<file path="src/rtl/rx_fifo_unloader.sv">
// rx_fifo_unloader: receive FIFO read-side consumer.
// Buffers RAM reads and decodes MPDU delimiters into SOP/EOP framing.
module rx_fifo_unloader #(
  parameter int OUTDEPTH = 4,
  parameter int CNTWIDTH = 12
) (
  input  logic                macPIRxClk,
  input  logic                macPIClkHardRst_n,
  input  logic                unloadFlush,
  input  logic                rxFIFOEmpty,
  input  logic                rxFIFODataValid,
  input  logic [31:0]         rxFIFORdData,
  input  logic [3:0]          rxFIFOMPDUDelimiters,
  output logic                rxFIFORead,
  output logic                rxFIFORdFlush,
  output logic                wordValid,
  input  logic                wordReady,
  output logic [31:0]         wordData,
  output logic                wordSOP,
  output logic                wordEOP,
  output logic                wordFcsOk,
  output logic                mpduDone,
  output logic [CNTWIDTH-1:0] mpduWordCnt,
  output logic                mpduAbort,
  output logic [7:0]          orphanCnt
);

  localparam int PW = (OUTDEPTH > 2) ? $clog2(OUTDEPTH) : 1;
  localparam int CW = $clog2(OUTDEPTH + 1);

  typedef enum logic {
    IDLE    = 1'b0,
    IN_MPDU = 1'b1
  } state_t;

  state_t              state;
  state_t              stateNxt;
  logic [35:0]         bufMem [OUTDEPTH];
  logic [PW-1:0]       wrPtr;
  logic [PW-1:0]       rdPtr;
  logic [CW-1:0]       bufCount;
  logic [CW:0]         occupancy;
  logic                inFlight;
  logic [CNTWIDTH-1:0] wordCnt;
  logic [CNTWIDTH-1:0] wordCntInc;

  logic                headVld;
  logic [3:0]          headTag;
  logic [31:0]         headData;
  logic                isStart;
  logic                isEnd;
  logic                isDisc;
  logic                present;
  logic                accept;
  logic                drop;
  logic                push;
  logic                pop;
  logic                orphanInc;
  logic                doneNxt;
  logic                abortNxt;

  function automatic logic [PW-1:0] nextPtr(input logic [PW-1:0] p);
    if (p == PW'(OUTDEPTH - 1)) begin
      return '0;
    end
    return p + 1'b1;
  endfunction

  assign rxFIFORdFlush = unloadFlush;

  // Reserve a buffer slot for every word read but not yet returned.
  assign occupancy = {1'b0, bufCount} + (CW + 1)'(inFlight);
  assign rxFIFORead = macPIClkHardRst_n & ~rxFIFOEmpty & ~unloadFlush
                    & (occupancy < (CW + 1)'(OUTDEPTH));

  assign push     = rxFIFODataValid & ~unloadFlush;
  assign headVld  = (bufCount != '0);
  assign headTag  = bufMem[rdPtr][35:32];
  assign headData = bufMem[rdPtr][31:0];

  // Delimiter tag classes; unknown tags behave as body words.
  always_comb begin
    isStart = 1'b0;
    isEnd   = 1'b0;
    isDisc  = 1'b0;
    unique case (1'b1)
      (headTag == 4'h1): isStart = 1'b1;
      (headTag == 4'h2),
      (headTag == 4'h3): isEnd   = 1'b1;
      (headTag == 4'hF): isDisc  = 1'b1;
      default: ;
    endcase
  end

  assign wordCntInc = (&wordCnt) ? wordCnt : wordCnt + 1'b1;

  // FSM state register.
  always_ff @(posedge macPIRxClk or negedge macPIClkHardRst_n) begin
    if (!macPIClkHardRst_n) begin
      state <= IDLE;
    end else begin
      state <= stateNxt;
    end
  end

  // FSM next state: framing advances only when a word is handed over.
  always_comb begin
    stateNxt = state;
    if (unloadFlush) begin
      stateNxt = IDLE;
    end else if (accept) begin
      if (isStart) begin
        stateNxt = IN_MPDU;
      end else if (isEnd) begin
        stateNxt = IDLE;
      end
    end
  end

  // FSM outputs: present or silently drop the head word.
  always_comb begin
    present = 1'b0;
    if (headVld) begin
      unique case (state)
        IDLE:    present = isStart;
        IN_MPDU: present = ~isDisc;
        default: present = 1'b0;
      endcase
    end
    wordValid = present & ~unloadFlush;
    wordData  = wordValid ? headData : 32'h0;
    wordSOP   = wordValid & isStart;
    wordEOP   = wordValid & isEnd & (state == IN_MPDU);
    wordFcsOk = wordEOP & (headTag == 4'h2);
    accept    = wordValid & wordReady;
    drop      = headVld & ~present & ~unloadFlush;
    pop       = accept | drop;
    orphanInc = drop & (state == IDLE) & ~isDisc;
    doneNxt   = accept & wordEOP;
    abortNxt  = (state == IN_MPDU)
              & (unloadFlush | (accept & isStart));
  end

  // Output buffer storage; contents are don't-care while empty.
  always_ff @(posedge macPIRxClk) begin
    if (push) begin
      bufMem[wrPtr] <= {rxFIFOMPDUDelimiters, rxFIFORdData};
    end
  end

  // Buffer pointers, occupancy and outstanding read tracking.
  always_ff @(posedge macPIRxClk or negedge macPIClkHardRst_n) begin
    if (!macPIClkHardRst_n) begin
      wrPtr    <= '0;
      rdPtr    <= '0;
      bufCount <= '0;
      inFlight <= 1'b0;
    end else if (unloadFlush) begin
      wrPtr    <= '0;
      rdPtr    <= '0;
      bufCount <= '0;
      inFlight <= 1'b0;
    end else begin
      inFlight <= rxFIFORead;
      if (push) begin
        wrPtr <= nextPtr(wrPtr);
      end
      if (pop) begin
        rdPtr <= nextPtr(rdPtr);
      end
      unique case ({push, pop})
        2'b10:   bufCount <= bufCount + 1'b1;
        2'b01:   bufCount <= bufCount - 1'b1;
        default: bufCount <= bufCount;
      endcase
    end
  end

  // Per-MPDU word counter, saturating at all ones.
  always_ff @(posedge macPIRxClk or negedge macPIClkHardRst_n) begin
    if (!macPIClkHardRst_n) begin
      wordCnt <= '0;
    end else if (unloadFlush) begin
      wordCnt <= '0;
    end else if (accept) begin
      if (isStart) begin
        wordCnt <= CNTWIDTH'(1);
      end else if (isEnd) begin
        wordCnt <= '0;
      end else begin
        wordCnt <= wordCntInc;
      end
    end
  end

  // Completion and abort pulses, plus the held MPDU length.
  always_ff @(posedge macPIRxClk or negedge macPIClkHardRst_n) begin
    if (!macPIClkHardRst_n) begin
      mpduDone    <= 1'b0;
      mpduAbort   <= 1'b0;
      mpduWordCnt <= '0;
    end else begin
      mpduDone  <= doneNxt;
      mpduAbort <= abortNxt;
      if (doneNxt) begin
        mpduWordCnt <= wordCntInc;
      end
    end
  end

  // Saturating count of words seen outside any MPDU.
  always_ff @(posedge macPIRxClk or negedge macPIClkHardRst_n) begin
    if (!macPIClkHardRst_n) begin
      orphanCnt <= '0;
    end else if (orphanInc && !(&orphanCnt)) begin
      orphanCnt <= orphanCnt + 1'b1;
    end
  end

endmodule

</file>
<file path="config.mk">
export PLATFORM = sky130hd
export DESIGN_NAME = rx_fifo_unloader
export DESIGN_NICKNAME = d
export VERILOG_FILES = /design/src/rtl/rx_fifo_unloader.sv
export SDC_FILE = /design/constraint.sdc
export NUM_CORES = 1
export LEC_CHECK = 0
export ABC_CLOCK_PERIOD_IN_PS = 3000
export BUFFER_PORTS_ARGS = -buffer_cell sky130_fd_sc_hd__buf_2
export CELL_PAD_IN_SITES_DETAIL_PLACEMENT = 1
export CELL_PAD_IN_SITES_GLOBAL_PLACEMENT = 2
export CORE_ASPECT_RATIO = 1.2
export CORE_MARGIN = 2
export CORE_UTILIZATION = 29
export DETAILED_ROUTE_END_ITERATION = 6
export PLACE_DENSITY_LB_ADDON = 0.2
export SLEW_MARGIN = 10
export SYNTH_ARGS = -nofsm -noshare
export SYNTH_HDL_FRONTEND = slang
export SYNTH_SLANG_ARGS = --single-unit
</file>
<file path="constraint.sdc">
create_clock -name macPIRxClk -period 3 [get_ports macPIRxClk]
set_clock_uncertainty 0.15 [all_clocks]
set_input_delay 0.3 -clock macPIRxClk [delete_from_list [all_inputs] [get_ports macPIRxClk]]
set_output_delay 0.3 -clock macPIRxClk [all_outputs]
set_load 0.03 [all_outputs]
</file>
==> results.py, run 1 <==
metrics = {
    "min_path": {
        "worstHoldStart": "wordReady",
        "hold_path_class": "in -> reg",
        "hold_depth": 3,
    },
    "route": {
        "vias": 4849,
        "wire_per_inst_um": 19.5,
        "routed_wl_mm": 19.8,
        "route.detailed.drc": 0,
        "antenna_left": 0,
        "dr.pass1.iters": 4,
        "viasPerCell": 4.78,
        "drtIter0Drc": 189,
    },
    "clocking": {
        "cts_sinks": 187,
        "cts_tree": "built",
        "cts-root-buf": "clkbuf_16",
        "path_clk_slew_ns": 0.07,
        "clk_latency_ns": 0.43,
        "cts_buffers": 17,
        "cts_max_level": 4,
        "clock_path_buffers": 2,
    },
    "synthesis": {
        "synthTopCellsByArea": "edfxtp_1 55%, dfrtp_1 14%, mux4_2 10%, and2_1 3.0%, mux2_1 1.1%",
        "yosysWarningCount": 0,
        "synth_area_um2": 7920,
        "synthArstFlopShare": 0.230,
        "synth-seq-area-share": 0.682,
        "yosys-top-cells-count": "144 x edfxtp_1, 43 x dfrtp_1, 38 x and2_1",
        "synth.most_common_cell": "edfxtp_1",
        "syn_nets": 532,
        "syn_avg_cell_area_um2": 16.4,
        "ys_seq_elements": 187,
        "yosysTopAreaCell": "edfxtp_1",
        "yosysUniqueCellTypes": 55,
        "ys.flop_type": "edfxtp_1",
        "synth_edf_count": 144,
        "netlist.area_leader.share": 0.546,
        "postSynthCellCount": 482,
    },
    "timing": {
        "fin_crit_sh": 1.05,
        "slew_headroom": 0.606,
        "setup_viol": 37,
        "min_period_ns": 3.15,
        "finalMaxSlewViolations": 0,
        "fin_ws_ns": -0.152,
        "rsz0062_at_grt": "yes",
        "finalHoldViolCount": 0,
        "worst_pin_slew_ns": 0.592,
        "max_freq_mhz": 317,
    },
    "setup_path": {
        "r2r_start": "rdPtr[0]",
        "endpoint_kind": "primary output",
        "critPathRequiredTime_ns": 2.55,
        "critPathLaunch": "rdPtr[0]",
        "path_max_fanout": 8,
        "worstSetupPathType": "reg -> out",
        "cp.arrival_ns": 2.70,
        "critPathLaunchType": "flop",
        "r2r_cells": 12,
    },
    "power_and_ir_drop": {
        "intPower_mw": 4.90,
        "vdd_drop_max_mv": 0.362,
        "seq_power_share": 0.452,
        "combPwrFrac": 0.210,
        "power.total_mw": 6.72,
        "p_sw_mw": 1.82,
        "swShare": 0.270,
        "clockPowerShare": 0.338,
        "p_leak_nw": 4.01,
        "p_per_area_nw_per_um2": 633,
    },
    "global_routing": {
        "grtUsageTotal": 0.144,
        "met3_usage": 0.0302,
        "use_met2": 0.253,
        "grt_pass1_vias": 5337,
        "overflow": 0,
        "grt_pass1_wl_mm": 31.0,
        "antenna_found_initial": 0,
        "grt-busiest-layer": "met2",
        "grt_max_degree": 44,
        "met1_usage": 0.178,
    },
    "outcome": {
        "outcome": "finished with violations",
        "violations": "setup timing",
    },
    "floorplanning": {
        "rows": 66,
        "die_w_um": 155,
        "core-area_um2": 27000,
        "start_util": 0.293,
        "fp.dieH_um": 185,
        "boundaryPins": 102,
        "dieArea_um2": 28700,
    },
    "place": {
        "io_buffers": 101,
        "place_hpwl_mm": 12.7,
        "gp_congestion": 0.703,
        "place_area_um2": 9010,
    },
    "cells_and_area": {
        "layout-drive-gt1-share": 0.408,
        "n_fill_cell": 2697,
        "area_delta_synth_final_pct": 33.9,
        "multi_input_area_um2": 2540,
        "finalNetCount": 712,
        "ff_latch_area_um2": 5400,
        "diodes": 0,
        "postLayoutCoreUtil": 0.393,
        "final_area_um2": 10600,
    },
    "run": {
        "cap_viol_max_count": 0,
    },
}
-- layout by cell type (no fill, tap or decap), types with 7 or more instances in the layout --
cell type and instances:
inv_1 8, nor3_1 10, nand3_1 9, mux4_2 36
buf_2 65, dlygate4sd3_1 38, mux2_1 8, ha_1 7
o21ai_0 7, nor2_1 13, dfrtp_1 41, buf_6 39
buf_4 34, xor2_1 9, and2_4 32, nand2_1 20
clkbuf_16 18, edfxtp_1 144
-- cells by family after synthesis --
| family | synth area share |
|---|---|
| flops | 0.682 |
| simple gates | 0.0945 |
| compound gates | 0.0525 |
| mux | 0.122 |
| buf+inv | 0.0191 |
| xor+xnor | 0.0166 |
| fa+ha+maj | 0.0136 |
-- stage by stage --
stage | setup TNS, ns | setup WS [ns] | hold slack (ns) | instances
6_report | -3.25 | -0.152 | 0.0722 | 1014
5_1_grt | -7.12 | -0.252 | 0.0674 | 1014
4_1_cts | -4.16 | -0.162 | 0.0436 | 1004
3_5_place_dp | 0 | 0.000205 | 0.308 | 926
3_3_place_gp | 0 | 0.0735 | 0.304 | 926
2_1_floorplan | 0 | 0.00308 | -0.146 | 482
-- power groups by stage --
stage               registers [mW]  clock network [mW]  logic, mW
detailed placement            3.10                   0       1.21
CTS                           3.04                2.33       1.38
global route                  3.06                2.43       1.54
floorplan                     3.15                   0      0.713
global placement              3.09                   0       1.18
finish                        3.04                2.27       1.41
-- per-layer routing --
metal / vias up / share of wire
met2: 93 / 0.52
met1: 2509 / 0.44
met3: 14 / 0.030
li1: 2233 / -
met5: - / 0
met4: 0 / 0.011
-- state kept, by name (all words and copies together), names as in the netlist, 2 cells and up --
signal,cells
mpduWordCnt,12
orphanCnt,8
bufMem,144
wordCnt,12
bufCount,3
wrPtr,2
rdPtr,2
-- final cells by class --
type / instances / share of cell area
Timing Repair Buffer: 186 / 0.152
Clock buffer: 19 / 0.0408
Inverter: 9 / 0.00366
Sequential cell: 187 / 0.509
Tap cell: 340 / 0.0401
Clock inverter: 12 / 0.0142
Multi-Input combinational cell: 261 / 0.240
-- worst max-delay path, stage by stage, from the launching register on --
cell	delay [ns]
dfrtp_2	0.46
buf_6	0.13
mux4_2	0.54
nor4b_4	0.16
buf_4	0.14
o21ai_4	0.16
clkinv_4	0.12
buf_12	0.15
buf_16	0.14
and2_4	0.14
buf_6	0.13
-- path summary, 6_finish.rpt --
| path | end | slack, ns |
|---|---|---|
| setup / recovery | wordData[23] | -0.15 |
| hold / removal | state | 0.07 |
| setup reg to reg | bufCount[2] | -0.06 |
| hold reg to reg | inFlight | 0.32 |
| max in group asynchronous | rdPtr[0] | 1.91 |
| min in group asynchronous | orphanCnt[0] | 0.37 |
-- timing repair --
item                       in CTS  in global routing
gates resized for setup       112                 23
hold endpoints to repair      188                  0
cloned                          2                  1
hold buffers                   38                  0
setup endpoints to repair      37                 38
pin swaps                       5                  8
buffers inserted                7                  9
Power figures use the tool's default switching activity.
==> inputs of run 2 (changes only) <==
Settings changed: CELL_PAD_IN_SITES_DETAIL_PLACEMENT 1 to unset, CELL_PAD_IN_SITES_GLOBAL_PLACEMENT 2 to unset.
==> results.py, run 2 (synthesized netlist as in run 1, its figures left out) <==
metrics = {
    "route": {
        "vias": 4746,
        "wire_per_inst_um": 17.5,
        "route.detailed.drc": 0,
        "viasPerCell": 4.75,
        "routed_wl_mm": 17.5,
        "antenna_left": 0,
        "drtIter0Drc": 187,
        "dr.pass1.iters": 4,
    },
    "timing": {
        "slew_headroom": 0.588,
        "rsz0062_at_grt": "yes",
        "setup_viol": 24,
        "fin_crit_sh": 1.01,
        "finalHoldViolCount": 0,
        "min_period_ns": 3.02,
        "finalSetupTns_ns": -0.318,
        "finalMaxSlewViolations": 0,
        "worst_pin_slew_ns": 0.618,
        "fin_ws_ns": -0.0245,
        "max_freq_mhz": 331,
    },
    "setup_path": {
        "cp.depth": 9,
        "critPathMaxStageDelay_ns": 0.55,
        "slowest_stage": "mux4_2",
        "critPathLaunch": "rdPtr[0]",
        "rrSetupSlack_ns": 0.13,
        "cp.arrival_ns": 2.57,
        "r2r_start": "rdPtr[0]",
        "critPathRequiredTime_ns": 2.55,
        "endpoint": "wordData[14]",
        "crit_chain": "mux4_2 -> buf_6 -> nor4b_4 -> buf_4 -> o21ai_4 -> clkinv_4 -> buf_16 -> and2_1 -> buf_6",
        "critPathLaunchType": "flop",
        "cpMostUsedCell": "buf_6",
        "endpoint_kind": "primary output",
        "path_delay_family": "buffers and inverters",
        "r2r_cells": 10,
        "path_max_fanout": 16,
        "crit_buf_inv": 5,
        "worstSetupPathType": "reg -> out",
        "reg2reg_to": "bufCount[2]",
    },
    "clocking": {
        "path_clk_slew_ns": 0.07,
        "cts-root-buf": "clkbuf_16",
        "cts_sinks": 187,
        "clock_path_buffers": 2,
        "clk_latency_ns": 0.42,
        "cts_buffers": 17,
        "cts_tree": "built",
        "cts_max_level": 4,
    },
    "cells_and_area": {
        "top_regs": "bufMem: 144 flops, mpduWordCnt: 12 flops, wordCnt: 12 flops",
        "diodes": 0,
        "finalNetCount": 697,
        "postLayoutCoreUtil": 0.384,
        "layout_common_cells": "144 x edfxtp_1, 65 x buf_2, 41 x dfrtp_1",
        "top_register": "bufMem",
        "layout_commonest_cell": "edfxtp_1",
        "multi_input_area_um2": 2490,
        "largest_reg_flops": 144,
        "area_delta_synth_final_pct": 30.8,
        "layout-drive-gt1-share": 0.379,
        "ff_latch_area_um2": 5400,
        "n_fill_cell": 2510,
    },
    "power_and_ir_drop": {
        "p_per_area_nw_per_um2": 634,
        "p_leak_nw": 3.91,
        "vdd_drop_max_mv": 0.442,
    },
    "place": {
        "place_hpwl_mm": 10.5,
        "io_buffers": 101,
        "dp_slack_ns": 0.151,
        "gp_congestion": 0.770,
    },
    "outcome": {
        "outcome": "finished with violations",
        "violations": "setup timing",
    },
    "floorplanning": {
        "dieArea_um2": 28700,
        "rows": 66,
        "core-area_um2": 27000,
        "die_w_um": 155,
        "start_util": 0.293,
        "fp.dieH_um": 185,
        "boundaryPins": 102,
    },
    "min_path": {
        "hold_path_class": "in -> reg",
        "worstHoldStart": "wordReady",
    },
    "global_routing": {
        "overflow": 0,
        "antenna_found_initial": 0,
        "grtUsageTotal": 0.127,
        "grt_pass1_wl_mm": 27.6,
        "grt_max_degree": 44,
        "grt_pass1_vias": 5041,
    },
    "run": {
        "cap_viol_max_count": 0,
    },
}
run 2: layout make-up:
type                       instances  area share
multi-input combinational        261       0.241
tap                              340      0.0411
clock inverter                    14      0.0153
timing repair buffer             171       0.136
sequential                       187       0.521
clock buffer                      18      0.0414
inverter                           9     0.00374
run 2: worst reg2reg max path: stages (launching register included):
cell and delay (ns):
dfrtp_2 0.44, mux4_2 0.59, nor4b_4 0.31, nor2_1 0.10
o21ai_1 0.17, nor2_1 0.08, fa_2 0.36, nor2_1 0.13
nand2_1 0.07, a221oi_1 0.25, o21a_1 0.15
run 2: power by group:
part	switching (mW)	internal, mW
clock	1.00	1.25
sequential	0.109	2.92
combinational	0.684	0.605
run 2: worst min-delay path by stage:
stage / endpoint / slack, ns / depth (start not counted)
3_3_place_gp: inFlight / 0.30 / 1
5_1_grt: wrPtr[0] / 0.07 / 2
2_1_floorplan: bufCount[0] / -0.15 / 0
4_1_cts: bufCount[1] / 0.04 / 2
6_report: state / 0.08 / 3
3_5_place_dp: orphanCnt[0] / 0.31 / 2
run 2: routing by layer:
layer  wire [µm]  up-vias  GRT usage
met5           0        -          0
met4         206        0     0.0396
met3         600       14     0.0323
met2        8940       94      0.220
met1        7780     2426      0.156
li1            -     2212          -
run 2: what timing repair did:
action | CTS | global route
gates cloned | 1 | 1
resized for setup | 84 | 31
endpoints found under the hold margin | 188 | 0
hold buffers | 38 | 0
setup endpoints to repair | 36 | 37
pin swaps | 0 | 4
setup buffers | 4 | 2
run 2: stage by stage:
| stage | cell area, µm² | total power [mW] | cells | hold slack, ns |
|---|---|---|---|---|
| global route | 10400 | 6.89 | 1000 | 0.0720 |
| floorplan | 7920 | 3.86 | 482 | -0.146 |
| global placement | 8950 | 4.22 | 922 | 0.305 |
| detailed placement | 8950 | 4.24 | 922 | 0.308 |
| finish | 10400 | 6.57 | 1000 | 0.0784 |
| CTS | 10200 | 6.62 | 997 | 0.0437 |
==> inputs of run 3 (changes only) <==
Settings changed: ABC_AREA set to 1.
==> results.py, run 3 <==
metrics = {
    "synthesis": {
        "postSynthCellCount": 726,
        "syn_nets": 776,
        "yosysUniqueCellTypes": 36,
        "synth_area_um2": 7920,
        "ys_seq_elements": 187,
        "ys.flop_type": "edfxtp_1",
        "yosysWarningCount": 0,
        "syn_avg_cell_area_um2": 10.9,
        "synth.most_common_cell": "nor2_1",
        "synthTopCellsByArea": "edfxtp_1 55%, dfrtp_1 14%, nor2_1 7.5%, o21ai_0 5.1%, nand2_1 5.0%",
        "yosysTopAreaCell": "edfxtp_1",
        "netlist.area_leader.share": 0.546,
        "yosys-top-cells-count": "159 x nor2_1, 144 x edfxtp_1, 106 x nand2_1",
        "synth-seq-area-share": 0.682,
        "synthArstFlopShare": 0.230,
        "synth_edf_count": 144,
    },
    "global_routing": {
        "grt_pass1_wl_mm": 29.3,
        "overflow": 0,
        "grtUsageTotal": 0.134,
        "grt_pass1_vias": 5309,
        "antenna_found_initial": 1,
        "grt_max_degree": 66,
    },
    "timing": {
        "slew_headroom": 0.572,
        "max_freq_mhz": 353,
        "setup_viol": 0,
        "finalHoldViolCount": 0,
        "min_period_ns": 2.83,
        "worst_pin_slew_ns": 0.642,
        "rsz0062_at_grt": "no",
        "fin_ws_ns": 0.168,
        "finalSetupTns_ns": 0,
        "fin_crit_sh": 0.944,
        "finalMaxSlewViolations": 0,
    },
    "route": {
        "dr.pass1.iters": 4,
        "routed_wl_mm": 18.8,
        "drtIter0Drc": 323,
        "vias": 5488,
        "wire_per_inst_um": 15.4,
        "viasPerCell": 4.49,
        "route.detailed.drc": 0,
        "antenna_left": 0,
    },
    "floorplanning": {
        "rows": 66,
        "core-area_um2": 27000,
        "boundaryPins": 102,
        "start_util": 0.293,
        "fp.dieH_um": 185,
        "dieArea_um2": 28700,
        "die_w_um": 155,
    },
    "setup_path": {
        "path_max_fanout": 14,
        "r2r_cells": 18,
        "crit_chain": "inv_4 -> nand2_1 -> nand3_2 -> nand2_2 -> nor2_4 -> nand3_2 -> nand2_8 -> nand2_8 -> inv_4 -> nand2_8 -> a21oi_4 -> buf_4",
        "critPathRequiredTime_ns": 2.55,
        "critPathLaunchType": "flop",
        "path_delay_family": "simple AND/OR/NAND/NOR gates",
        "endpoint_kind": "primary output",
        "slowest_stage": "dfrtp_2",
        "cpMostUsedCell": "nand2_8",
        "worstSetupPathType": "reg -> out",
        "crit_buf_inv": 3,
        "cp.arrival_ns": 2.38,
        "critPathMaxStageDelay_ns": 0.47,
        "cp.depth": 12,
    },
    "clocking": {
        "cts-root-buf": "clkbuf_16",
        "cts_buffers": 17,
        "clock_path_buffers": 2,
        "clk_latency_ns": 0.43,
        "path_clk_slew_ns": 0.08,
        "cts_max_level": 4,
        "cts_sinks": 187,
        "cts_tree": "built",
    },
    "min_path": {
        "hold_path_class": "in -> reg",
        "hold_depth": 4,
    },
    "outcome": {
        "outcome": "complete, no violations",
    },
    "place": {
        "io_buffers": 101,
        "place_hpwl_mm": 11.0,
        "placed_cells": 1148,
        "dp_slack_ns": 0.255,
        "gp_congestion": 0.742,
        "place_area_um2": 8860,
    },
    "power_and_ir_drop": {
        "p_leak_nw": 3.99,
        "vdd_drop_max_mv": 0.355,
        "p_per_area_nw_per_um2": 733,
        "power.total_mw": 7.29,
    },
    "cells_and_area": {
        "layout_common_cells": "154 x nor2_1, 144 x edfxtp_1, 106 x nand2_1",
        "layout_commonest_cell": "nor2_1",
        "layout-drive-gt1-share": 0.203,
        "finalNetCount": 918,
        "instances_no_fill": 1222,
        "top_register": "bufMem",
        "n_fill_cell": 2676,
        "final_area_um2": 9950,
        "largest_reg_flops": 144,
        "area_delta_synth_final_pct": 25.6,
        "top_regs": "bufMem: 144 flops, mpduWordCnt: 12 flops, wordCnt: 12 flops",
    },
    "run": {
        "cap_viol_max_count": 0,
    },
}
==> run 3: cell types whose count changed after synthesis, sizes merged, moves of 34 or more <==
| cell | before | now |
|---|---|---|
| a21oi | 6 | 41 |
| and2 | 38 | 0 |
| inv | 9 | 43 |
| mux4 | 36 | 0 |
| nand2 | 22 | 113 |
| nor2 | 18 | 163 |
| o21ai | 10 | 95 |
==> run 3: metal layers <==
layer,share of wire,wire [µm],up-vias,global-route usage
met1,0.45,8520,2619,0.171
met2,0.50,9310,111,0.230
li1,-,-,2747,-
met3,0.041,768,11,0.0260
met5,0,0,-,0
met4,0.0097,183,0,0.0407
==> run 3: metrics by stage <==
| stage | utilization | hold WS, ns |
|---|---|---|
| 4_1_cts | 0.367 | 0.0217 |
| 3_3_place_gp | 0.328 | 0.313 |
| 5_1_grt | 0.368 | 0.0761 |
| 2_1_floorplan | - | -0.146 |
| 6_report | 0.368 | 0.0571 |
| 3_5_place_dp | 0.328 | 0.312 |
==> run 3: report_power, final <==
part	switching [mW]	internal [mW]	leakage, nW
Sequential	0.119	2.93	1.89
Clock	1.13	1.14	0.294
Combinational	1.37	0.611	1.81
Total	2.62	4.68	3.99
==> run 3: repair_timing <==
item,CTS,global route
endpoints found under the hold margin,188,0
resized for setup,5,6
buffers inserted,1,1
setup endpoints to repair,15,4
hold buffers,38,0
gates cloned,1,0
pin swaps,0,1
==> run 3: final timing paths <==
kind / start / endpoint / slack, ns
setup / recovery: rdPtr[0] / wordFcsOk / 0.17
hold / removal: rxFIFODataValid / wrPtr[0] / 0.06
setup reg to reg: rdPtr[0] / bufCount[2] / 0.26
hold reg to reg: inFlight / inFlight / 0.33
max in group asynchronous: macPIClkHardRst_n / rdPtr[1] / 1.85
min in group asynchronous: macPIClkHardRst_n / wordCnt[10] / 0.41
==> run 3: worst min-delay path, delay by kind of cell <==
kind | cells | cell delay [ns]
compound gates | 1 | 0.08
simple gates | 1 | 0.03
buf+inv | 2 | 0.18
==> run 3: final cells by class <==
cell class / count / area [µm²] / area share
clock inverters: 15 / 190 / 0.0191
inverters: 43 / 166 / 0.0167
clock buffers: 17 / 425 / 0.0428
multi-input cells: 466 / 2300 / 0.231
repair buffers: 153 / 1030 / 0.104
flip-flops and latches: 187 / 5400 / 0.543
well taps: 340 / 425 / 0.0428
diodes: 1 / 2.50 / 0.000252
==> run 3: cell families after synthesis <==
group / count (synthesis) / synth area share
AND/OR/NAND/NOR: 304 / 0.161
flip-flops: 187 / 0.682
AO/OA/AOI/OAI: 142 / 0.0927
buffers and inverters: 74 / 0.0387
XOR/XNOR: 11 / 0.0122
adder cells (fa/ha/maj): 8 / 0.0136
